File: src/rtl/mult_seq_core.sv
// mult_seq_core: sequential signed WIDTHxWIDTH shift-add multiplier with req/ack handshake and even-parity checking
module mult_seq_core #(
  parameter int WIDTH = 16
) (
  input  logic                 clk,
  input  logic                 rst,
  input  logic [WIDTH-1:0]     arg_a,
  input  logic [WIDTH-1:0]     arg_b,
  input  logic                 arg_a_parity,
  input  logic                 arg_b_parity,
  input  logic                 req,
  output logic                 ack,
  output logic [2*WIDTH-1:0]   result,
  output logic                 result_parity,
  output logic                 result_rdy,
  output logic                 arg_parity_error
);
  localparam int CW = $clog2(WIDTH);
  typedef enum logic [1:0] {IDLE, BUSY, DONE} state_t;
  state_t r_state, w_next;
  logic [WIDTH:0]       r_ma, r_mb, w_ma, w_mb;
  logic [2*WIDTH-1:0]   r_acc, w_pp, w_res;
  logic [CW-1:0]        r_cnt;
  logic                 r_sign, r_perr, w_perr, w_last;
  // magnitudes are one bit wider so that -2^(WIDTH-1) stays representable
  function automatic logic [WIDTH:0] mag(input logic [WIDTH-1:0] v);
    mag = v[WIDTH-1] ? -{v[WIDTH-1], v} : {v[WIDTH-1], v};
  endfunction
  always_comb begin
    w_ma   = mag(arg_a);
    w_mb   = mag(arg_b);
    w_perr = ((^arg_a) != arg_a_parity) | ((^arg_b) != arg_b_parity);
    w_last = r_cnt == CW'(WIDTH - 1);
    w_pp   = r_mb[0] ? ({{(WIDTH-1){1'b0}}, r_ma} << r_cnt) : '0;
    w_res  = r_sign ? -r_acc : r_acc;
    w_next = r_state;
    case (r_state)
      IDLE:    w_next = req ? (w_perr ? DONE : BUSY) : IDLE;
      BUSY:    w_next = w_last ? DONE : BUSY;
      default: w_next = IDLE;
    endcase
  end
  always_ff @(posedge clk)
    r_state <= rst ? IDLE : w_next;
  always_ff @(posedge clk) begin
    if (rst) begin
      ack              <= 1'b0;
      result_rdy       <= 1'b0;
      result           <= '0;
      result_parity    <= 1'b0;
      arg_parity_error <= 1'b0;
      r_ma             <= '0;
      r_mb             <= '0;
      r_acc            <= '0;
      r_cnt            <= '0;
      r_sign           <= 1'b0;
      r_perr           <= 1'b0;
    end else begin
      ack        <= (r_state == IDLE) && req;
      result_rdy <= r_state == DONE;
      if (r_state == IDLE && req) begin
        r_ma   <= w_ma;
        r_mb   <= w_mb;
        r_sign <= arg_a[WIDTH-1] ^ arg_b[WIDTH-1];
        r_perr <= w_perr;
        r_acc  <= '0;
        r_cnt  <= '0;
      end else if (r_state == BUSY) begin
        r_acc <= r_acc + w_pp;
        r_mb  <= r_mb >> 1;
        r_cnt <= r_cnt + 1'b1;
      end else if (r_state == DONE) begin
        result           <= r_perr ? '0 : w_res;
        result_parity    <= r_perr ? 1'b0 : ^w_res;
        arg_parity_error <= r_perr;
      end
    end
  end
endmodule
File: config.mk
export PLATFORM = sky130hd
export DESIGN_NAME = mult_seq_core
export DESIGN_NICKNAME = d
export VERILOG_FILES = /design/src/rtl/mult_seq_core.sv
export SDC_FILE = /design/constraint.sdc
export NUM_CORES = 1
export LEC_CHECK = 0
export BUFFER_PORTS_ARGS = -buffer_cell sky130_fd_sc_hd__buf_4
export CAP_MARGIN = 30
export CORE_MARGIN = 2
export CORE_UTILIZATION = 55
export DETAILED_ROUTE_END_ITERATION = 8
export HOLD_SLACK_MARGIN = 0.02
export PLACE_DENSITY = 0.83
export SLEW_MARGIN = 20
export SYNTH_ARGS = -nofsm -noshare
export SYNTH_HDL_FRONTEND = slang
export SYNTH_SLANG_ARGS = --single-unit
File: constraint.sdc
create_clock -name clk -period 5.5 [get_ports clk]
set_input_delay 1.375 -clock clk [delete_from_list [all_inputs] [get_ports clk]]
set_output_delay 1.375 -clock clk [all_outputs]
set_load 0.1 [all_outputs]
==> metrics.md <==
| Metric | Value |
|---|---|
| CP Class | `register to register` |
| Unrepaired setup endpoints after global routing | `false` |
| Layout Skew | `0.008466 ns` |
| Asr flop ratio synth | `0` |
| Worst endpoint data arrival time | `4.98 ns` |
| Grt ovf | `0` |
| # hold bufs at CTS | `0` |
| H-Tree Depth | `3` |
| Initial antenna violation count | `0` |
| Detailed router's first-iteration violation count | `440` |
| Layout cells sized above 1 | `0.1114` |
| Layout Cells excl Fill | `1,301` |
| Post-Place Cells | `1,284` |
| Yosys warns | `0` |
| R2r startpoint | `r_cnt[0]` |
| Reg2Reg Depth | `17` |
| CP Data Required Time | `5.80 ns` |
| Synth top area share | `0.2627` |
| Mapped Nets | `1,163` |
| Most common library cells after synthesis | `nor2_1, nand2_1, dfxtp_1` |
| Antenna diodes | `0` |
| Vias/cell | `5.797` |
| Primary FF master, synth | `dfxtp_1` |
| Critical-path top delay cell | `dfxtp_1` |
| Mux cell area share after synthesis | `0.05403` |
| CP Launch Type | `register` |
| Max_slew headroom | `0.3693` |
| CTS resizes | `0` |
| Routed Antenna Nets | `0` |
| Die area | `16,250 sq um` |
| Initial core utilization | `0.5576` |
| Fin crit period | `4.682 ns` |
| Maximum capacitance violations | `0` |
| CP top delay family | `compound AO/OA/AOI/OAI gates` |
| Crit path top cell by count | `a21oi_1` |
| GRT Util Overall | `0.2400` |
| Cell count after synthesis | `1,076` |
| Yosys top cell by area | `dfxtp_1` |
| Clock root buffer | `clkbuf_16` |
| Nets@finish | `1,195` |
| DRT Wirelength | `19.28 mm` |
| Switching power | `0.9917 mW` |
| Row count | `45` |
| Port bufs | `72` |
| Crit path depth | `17` |
| First-pass DRT Iterations | `6` |
| Worst path max stage delay | `0.74 ns` |
| Adder-Cell Fraction of Synth Area | `0.07552` |
| Status | `completed` |
| Gpl congestion | `0.9253` |
| Switching share of total power | `0.3664` |
| F_max | `0.2136 GHz` |
| DIE WIDTH | `127.5 um` |
| IO Count | `73` |
| FILL cells | `1,306` |
| Setup slack after layout | `0.8180 ns` |
| Clock share of power | `0.279` |
| EDFF count, synth | `0` |
| Via Count | `7,542` |
| Setup TNS Final | `0 ns` |
| Internal | `1.715 mW` |
| Worst skew pair latency | `0.36 ns` |
| Reg2Reg Capture Point | `r_acc[29]` |
| Leakage power | `4.111 nW` |
| Total CTS buffers | `9` |
| Per-cell routed wire length | `14.82 um` |
| CTS sink count | `110` |
| Worst Max-Slew Pin Slew | `0.9426 ns` |
| Core Footprint | `15,030 sq um` |
| Compound-Gate Fraction of Synth Area | `0.2072` |
| Worst setup startpoint | `r_cnt[0]` |
| Worst setup EP type | `register` |
| Setup Viol. Count Final | `0` |
| Multi-input gate area | `5722 sq um` |
| First-pass GRT wire length | `32.19 mm` |
| Final Max Slew Viols | `0` |
| Place WS | `0.8729 ns` |
| Largest family of logic cells by synthesized area | `compound AO/OA/AOI/OAI gates` |
| Buf/Inv on CP | `1` |
| Synth area leaders | `dfxtp_1, xnor2_1, ha_1, nor2_1, nand2_1` |
| Post-Synth Simple-Gate Area | `0.2007` |
| Synth Area in XOR/XNOR | `0.1434` |
| Register area share after synthesis | `0.2627` |
| Final hold viol count | `0` |
| Post-CTS setup repair buffer count | `0` |
| Number of global-route vias before repair | `6,803` |
| Smallest hold slack | `0.4645 ns` |
| CP Capture Point | `r_acc[29]` |
| Most common cell in the netlist | `nor2_1` |
| Final Cycle Share | `0.8513` |
| CP cell instances | `buf_4 > mux4_2 > mux2i_1 > nor2_1 > a21oi_1 > nor2_1 > ha_1 > a21o_1 > a21o_1 > a221oi_1 > o31a_1 > o21a_1 > o21ai_0 > a221oi_1 > a21oi_1 > xnor2_1 > a21oi_1` |
| Area delta synth->final | `11.93%` |
| HP Class | `register to register` |
| Clock Path Buffers | `2` |
| DP HPWL | `14.39 mm` |
| Post-Syn Area | `8383 sq um` |
| CTS tree | `done` |
| Total Power | `2.707 mW` |
| Clk pin slew, worst setup/hold paths | `0.08 ns` |
| Synth unique cells | `63` |
| Comb pwr share | `0.362` |
| Max FO, Critical Path | `15` |
| DRC | `0` |
| Storage cell area | `2202 sq um` |
| Average size of a mapped cell | `7.791 sq um` |
| PD cells | `288.5 nW/um^2` |
| Die Height | `127.5 um` |
| Pin count of the biggest net entering global routing | `73` |
| Max IR drop VDD | `0.0002043 V` |
| R2r setup slk | `0.82 ns` |
| Sequential power share | `0.359` |
| Seq cells post-synth | `110` |
-- registers in the layout, indices dropped and copies added (netlist names) --
| name | flops |
|---|---|
| ack | 1 |
| arg_parity_error | 1 |
| r_acc | 32 |
| r_cnt | 4 |
| r_ma | 17 |
| r_mb | 17 |
| r_perr | 1 |
| r_sign | 1 |
| r_state | 2 |
| result | 32 |
| result_parity | 1 |
| result_rdy | 1 |
-- power by group through the flow --
stage / clock network [mW] / logic [mW] / registers (mW)
global placement: 0 / 0.947 / 0.984
detailed placement: 0 / 0.972 / 0.987
CTS: 0.768 / 0.979 / 0.971
floorplan: 0 / 0.735 / 1.01
finish: 0.755 / 0.980 / 0.972
global route: 0.800 / 1.09 / 0.985
-- routing by layer --
metal	wire length [um]	up-vias	global-route usage
li1	-	3835	-
met1	8986	3452	0.3192
met2	8870	226	0.4011
met3	1026	29	0.02973
met4	393	0	0.08727
met5	0	-	0
-- how the worst min path moves through the flow --
stage / startpoint / end / cells past startpoint
floorplan: r_mb[15] / r_mb[15] / 2
global placement: result_parity / result_parity / 2
detailed placement: result_parity / result_parity / 2
CTS: result_parity / result_parity / 2
global route: result_parity / result_parity / 2
finish: result_parity / result_parity / 2
-- cell families after synthesis --
family | after synthesis
adder cells (fa/ha/maj) | 50
flip-flops | 110
XOR/XNOR | 131
AO/OA/AOI/OAI | 260
AND/OR/NAND/NOR | 362
multiplexers | 37
buffers and inverters | 126
-- layout make-up --
cell class                      instances  share of cell area
Multi-Input combinational cell        840              0.6098
Sequential cell                       110              0.2347
Timing Repair Buffer                   84             0.06921
Inverter                               63             0.02520
Tap cell                              188             0.02507
Clock buffer                           10             0.02440
Clock inverter                          6             0.01160
-- placed cells by master, fill, tap and decap left out, types with 8 or more instances in the layout --
cell / Yosys / final
a22oi_1: 32 / 32
and2_1: 8 / 8
and3_1: 8 / 8
nand2_1: 113 / 113
mux2i_1: 25 / 25
nor2_1: 129 / 128
a21o_1: 31 / 31
nor4_1: 8 / 8
a211oi_1: 27 / 27
or3_1: 19 / 19
o21bai_1: 9 / 8
a221oi_1: 14 / 14
dfxtp_1: 110 / 110
nand2b_1: 10 / 10
xnor2_1: 100 / 100
o21ai_0: 35 / 35
inv_1: 63 / 63
a21oi_1: 70 / 70
nor3_1: 14 / 14
buf_4: 0 / 81
a31oi_1: 8 / 8
clkbuf_16: 0 / 9
ha_1: 49 / 49
xor2_1: 27 / 27
nand3_1: 19 / 19
-- metrics by stage --
| step | util | instance area (sq um) |
|---|---|---|
| 2_1_floorplan | - | 8383 |
| 3_3_place_gp | 0.5989 | 9004 |
| 3_5_place_dp | 0.6007 | 9030 |
| 4_1_cts | 0.6231 | 9368 |
| 5_1_grt | 0.6241 | 9383 |
| 6_report | 0.6241 | 9383 |
-- worst min-delay path, stage by stage, from the launching register on --
cell,delay (ns)
dfxtp_1,0.31
nand2_1,0.06
a21oi_1,0.05
Power figures use the tool's default switching activity.
